===== src/rtl/dds_pkg.sv =====
// Shared widths, reset defaults and FSM encoding for the DDS SPI tuner.
package dds_pkg;
  localparam int FW_W_DEF   = 32;
  localparam int PW_W_DEF   = 16;
  localparam int FRAME_BITS = FW_W_DEF + PW_W_DEF;

  // About a 5 kHz tone out of reset.
  localparam logic [31:0] FWORD_RST_DEF = 32'd858994;
  localparam logic [15:0] PWORD_RST_DEF = 16'd0;

  typedef enum logic {IDLE, SHIFT} state_t;
endpackage


===== src/rtl/sync_edge.sv =====
// Two-flop synchronizer plus history flop; reports level and edges in clk domain.
module sync_edge #(
  parameter logic RST_VAL = 1'b0
) (
  input  logic clk,
  input  logic rst_n,
  input  logic din,
  output logic level,
  output logic rise,
  output logic fall
);
  logic s1, s2, hist;

  // Synchronize the async pin and keep one cycle of history for edge detect.
  always_ff @(posedge clk) begin
    if (!rst_n) begin
      s1   <= RST_VAL;
      s2   <= RST_VAL;
      hist <= RST_VAL;
    end else begin
      s1   <= din;
      s2   <= s1;
      hist <= s2;
    end
  end

  assign level = s2;
  assign rise  = s2 & ~hist;
  assign fall  = ~s2 & hist;
endmodule


===== src/rtl/dds_spi_tuner.sv =====
// SPI mode-0 slave that loads FWORD/PWORD atomically and reads the active pair back on MISO.
module dds_spi_tuner
  import dds_pkg::*;
#(
  parameter int              FW_W      = FW_W_DEF,
  parameter int              PW_W      = PW_W_DEF,
  parameter logic [FW_W-1:0] FWORD_RST = FW_W'(FWORD_RST_DEF),
  parameter logic [PW_W-1:0] PWORD_RST = PW_W'(PWORD_RST_DEF)
) (
  input  logic            clk,
  input  logic            rst_n,
  input  logic            spi_sck,
  input  logic            spi_cs_n,
  input  logic            spi_mosi,
  output logic            spi_miso,
  output logic [FW_W-1:0] FWORD,
  output logic [PW_W-1:0] PWORD,
  output logic            update,
  output logic            frame_err
);
  localparam int NBITS = FW_W + PW_W;
  // Counter saturates one past a full frame so oversize frames stay distinguishable.
  localparam int CNT_W = $clog2(NBITS + 2);
  localparam logic [CNT_W-1:0] CNT_FULL = CNT_W'(NBITS);
  localparam logic [CNT_W-1:0] CNT_SAT  = CNT_W'(NBITS + 1);

  logic sck_rise, sck_fall, sck_unused_lvl;
  logic cs_rise, cs_fall, cs_unused_lvl;
  logic mosi, mosi_unused_rise, mosi_unused_fall;

  // cs_n resets to "selected" so a select already low at reset release never opens a frame.
  sync_edge #(.RST_VAL(1'b0)) u_sck (
    .clk(clk), .rst_n(rst_n), .din(spi_sck),
    .level(sck_unused_lvl), .rise(sck_rise), .fall(sck_fall));
  sync_edge #(.RST_VAL(1'b0)) u_cs (
    .clk(clk), .rst_n(rst_n), .din(spi_cs_n),
    .level(cs_unused_lvl), .rise(cs_rise), .fall(cs_fall));
  sync_edge #(.RST_VAL(1'b0)) u_mosi (
    .clk(clk), .rst_n(rst_n), .din(spi_mosi),
    .level(mosi), .rise(mosi_unused_rise), .fall(mosi_unused_fall));

  state_t           state, state_nxt;
  logic             commit, reject;
  logic [NBITS-1:0] rx_sh, tx_sh;
  logic [CNT_W-1:0] bit_cnt;

  // State register.
  always_ff @(posedge clk) begin
    if (!rst_n) state <= IDLE;
    else        state <= state_nxt;
  end

  // Next state; a frame closes on cs_n rise and is accepted only at exactly NBITS.
  always_comb begin
    state_nxt = state;
    commit    = 1'b0;
    reject    = 1'b0;
    case (state)
      IDLE:  if (cs_fall) state_nxt = SHIFT;
      SHIFT: if (cs_rise) begin
        state_nxt = IDLE;
        if (bit_cnt == CNT_FULL) commit = 1'b1;
        else                     reject = 1'b1;
      end
      default: state_nxt = IDLE;
    endcase
  end

  // Shift registers, bit counter and the atomic output commit.
  always_ff @(posedge clk) begin
    if (!rst_n) begin
      FWORD     <= FWORD_RST;
      PWORD     <= PWORD_RST;
      update    <= 1'b0;
      frame_err <= 1'b0;
      rx_sh     <= '0;
      tx_sh     <= '0;
      bit_cnt   <= '0;
    end else begin
      update    <= commit;
      frame_err <= reject;
      if (commit) begin
        FWORD <= rx_sh[NBITS-1:PW_W];
        PWORD <= rx_sh[PW_W-1:0];
      end
      if (state == IDLE && cs_fall) begin
        bit_cnt <= '0;
        tx_sh   <= {FWORD, PWORD};
      end else if (state == SHIFT && !cs_rise) begin
        // cs_n rise wins over a coincident sck edge.
        if (sck_rise) begin
          rx_sh <= {rx_sh[NBITS-2:0], mosi};
          if (bit_cnt != CNT_SAT) bit_cnt <= bit_cnt + 1'b1;
        end
        if (sck_fall) tx_sh <= {tx_sh[NBITS-2:0], 1'b0};
      end
    end
  end

  assign spi_miso = (state == SHIFT) & tx_sh[NBITS-1];
endmodule


===== config.mk =====
export PLATFORM = sky130hd
export DESIGN_NAME = dds_spi_tuner
export DESIGN_NICKNAME = d
export VERILOG_FILES = /design/src/rtl/dds_pkg.sv /design/src/rtl/sync_edge.sv /design/src/rtl/dds_spi_tuner.sv
export SDC_FILE = /design/constraint.sdc
export NUM_CORES = 1
export LEC_CHECK = 0
export CORE_MARGIN = 2
export CORE_UTILIZATION = 52
export DETAILED_ROUTE_END_ITERATION = 6
export PLACE_DENSITY = 0.76
export SLEW_MARGIN = 20
export SYNTH_ARGS = -nofsm -noshare
export SYNTH_HDL_FRONTEND = slang
export SYNTH_HIERARCHICAL = 1
export SYNTH_SLANG_ARGS = --single-unit

===== constraint.sdc =====
create_clock -name clk -period 1.7 [get_ports clk]
set_input_delay 0.425 -clock clk [delete_from_list [all_inputs] [get_ports clk]]
set_output_delay 0.425 -clock clk [all_outputs]
set_load 0.01 [all_outputs]

==> flow_metrics.py <==
metrics = {
    "worst_hold_path": {
        "hp-class": "input pin to flop",
    },
    "detailed_routing": {
        "post-route-drc-count": 1,
        "wl_mm": 14.5,
        "via_count": 5405,
        "ant_nets": 0,
        "drtIter0Drc": 366,
        "first_pass_iters": 7,
        "vias_per_cell": 5.53,
        "routedWlPerCell_um": 14.9,
    },
    "grt": {
        "grt_pass1_wl_mm": 23.9,
        "grt_antenna_before_repair": 0,
        "grt_pass1_vias": 5106,
        "grt.total_usage": 0.225,
        "grt-ovfl-total": 0,
        "grt_max_degree": 55,
    },
    "timing": {
        "hold_slack_ns": 0.389,
        "finalSetupViolCount": 0,
        "period_share": 0.975,
        "drv_slew": 0,
        "fmax_mhz": 603,
        "finClkSkew_ns": 0.00619,
        "tightest_slew_ns": 0.378,
        "rsz0062_at_grt": "true",
        "finalSetupTns_ns": 0,
        "fin_ws_ns": 0.0419,
        "finalHoldViolations": 0,
        "post-route-min-period_ns": 1.66,
        "relSlewSlack": 0.748,
    },
    "final_layout": {
        "fin_cells": 977,
        "area_growth_pct": 21.9,
        "nFillCells": 1015,
        "layout.nets": 805,
        "drive_gt1_frac": 0.111,
        "utilization": 0.652,
        "final_cell_area_sq_um": 7900,
        "diodes": 0,
    },
    "placement": {
        "portBuffers": 55,
        "dp_slack_ns": 0.0896,
        "gp_congestion": 0.853,
        "dp_hpwl_mm": 8.94,
        "dp.cells": 945,
        "placed_area_sq_um": 7210,
    },
    "run": {
        "cap_violations": 0,
    },
    "floorplan": {
        "rows": 40,
        "die_w_um": 116,
        "die_area_sq_um": 13400,
        "initial_core_util": 0.535,
        "num_io_pins": 56,
        "die_h_um": 116,
        "coreArea_sq_um": 12100,
    },
    "setup_path": {
        "worst_path_max_delay_cell": "dfxtp_1",
        "cp_cell_sequence": "and2_1, dlygate4sd2_1",
        "critPathMaxStageDelay_ns": 0.35,
        "critPathLaunch": "state",
        "crit_path_end_kind": "primary output",
        "crit_arrival_ns": 1.23,
        "crit_buf_inv": 1,
        "rrSetupSlack_ns": 0.07,
        "ff2ff_path_depth": 6,
        "r2r_end": "bit_cnt[3]",
        "path_class": "flop to primary output",
        "worstSetupStartpointType": "flop",
        "crit_family": "flip-flops",
        "crit_path_end": "spi_miso",
        "regToRegStartpoint": "u_cs/level",
        "cp.depth": 2,
        "crit_required_ns": 1.27,
        "cp_max_fo": 3,
    },
    "clock_network": {
        "path_clk_slew_ns": 0.06,
        "ctsLongestPathBuffers": 2,
        "cts_sinks": 161,
        "cts_inserted_buffers": 17,
        "cts_root_buf": "clkbuf_16",
        "clock_latency_ns": 0.42,
        "htreeDepth": 4,
        "tritoncts": "built",
    },
    "power_and_ir_drop": {
        "powerDensity_nw_per_um2": 1040,
        "peakVddDrop_mv": 0.625,
        "power.leakage_nw": 2.69,
        "power.total_mw": 8.25,
    },
    "yosys": {
        "syn_inst": 765,
        "synth_area_sq_um": 6480,
        "synthesis.nets": 773,
        "yosysWarnings": 6,
        "syn_area_per_cell_sq_um": 8.47,
    },
    "outcome": {
        "outcome": "finished, violations left",
        "violations": "design-rule violations",
    },
}
registers in the layout (all words and copies together) (netlist names):
signal,cells
u_sck/s1,1
u_cs/level,1
u_cs/hist,1
state,1
bit_cnt,6
u_sck/level,1
frame_err,1
u_sck/hist,1
u_cs/s1,1
u_mosi/s1,1
u_mosi/level,1
rx_sh,48
tx_sh,48
update,1
PWORD,16
FWORD,32
worst min-delay path, stage by stage:
cell and delay, ns:
buf_2 0.13, clkinv_2 0.15, a21oi_1 0.05
metal layers:
metal	part of all wire	track usage	vias up
met1	0.43	0.274	2552
li1	-	-	2663
met4	0.025	0.101	0
met3	0.047	0.0465	26
met5	0	0	-
met2	0.50	0.384	164
worst min-delay path by stage:
stage | end | slack [ns] | cells past startpoint | from
after detailed placement | u_mosi/level | 0.43 | 1 | u_mosi/s1
after floorplan | u_cs/level | 0.41 | 1 | u_cs/s1
after global placement | u_mosi/level | 0.42 | 1 | u_mosi/s1
after global routing | rx_sh[1] | 0.39 | 3 | rst_n
final | rx_sh[4] | 0.39 | 3 | rst_n
after CTS | rx_sh[4] | 0.37 | 3 | rst_n
repair_timing:
item,CTS,global route
hold buffers,0,0
pin swaps,0,1
gates cloned,0,1
buffers inserted,0,0
resized for setup,51,19
endpoints found under the setup margin,51,38
cell usage in the layout (no fill, tap or decap), drive strengths merged:
cell type / n
nand4: 1
and3b: 2
nor3: 47
clkdlybuf4s50: 3
a21oi: 54
nor3b: 1
dfxtp: 161
or2: 1
nand3: 7
inv: 3
and4bb: 1
a311oi: 47
mux2i: 51
nand2: 267
o21ai: 3
clkbuf: 20
nor2: 23
ha: 3
nand2b: 1
o21a: 1
a2111o: 1
o31ai: 1
buf: 26
nor2b: 5
dlygate4sd2: 51
or3: 2
bufinv: 5
and2: 10
or4: 1
and4: 1
clkinv: 8
nand3b: 1
layout make-up:
class,instances,area (sq um),area share
multi-input cells,532,2980,0.378
well taps,168,210,0.0266
flip-flops and latches,161,3220,0.408
clock buffers,19,443,0.0561
repair buffers,81,835,0.106
inverters,4,16.3,0.00206
clock inverters,12,189,0.0239
report_power, final:
group | switching [mW] | leakage, nW | internal [mW]
combinational | 0.196 | 1.07 | 0.117
clock | 1.47 | 0.316 | 2.62
sequential | 0.0267 | 1.30 | 3.82
(Power assumes the default switching activity.)
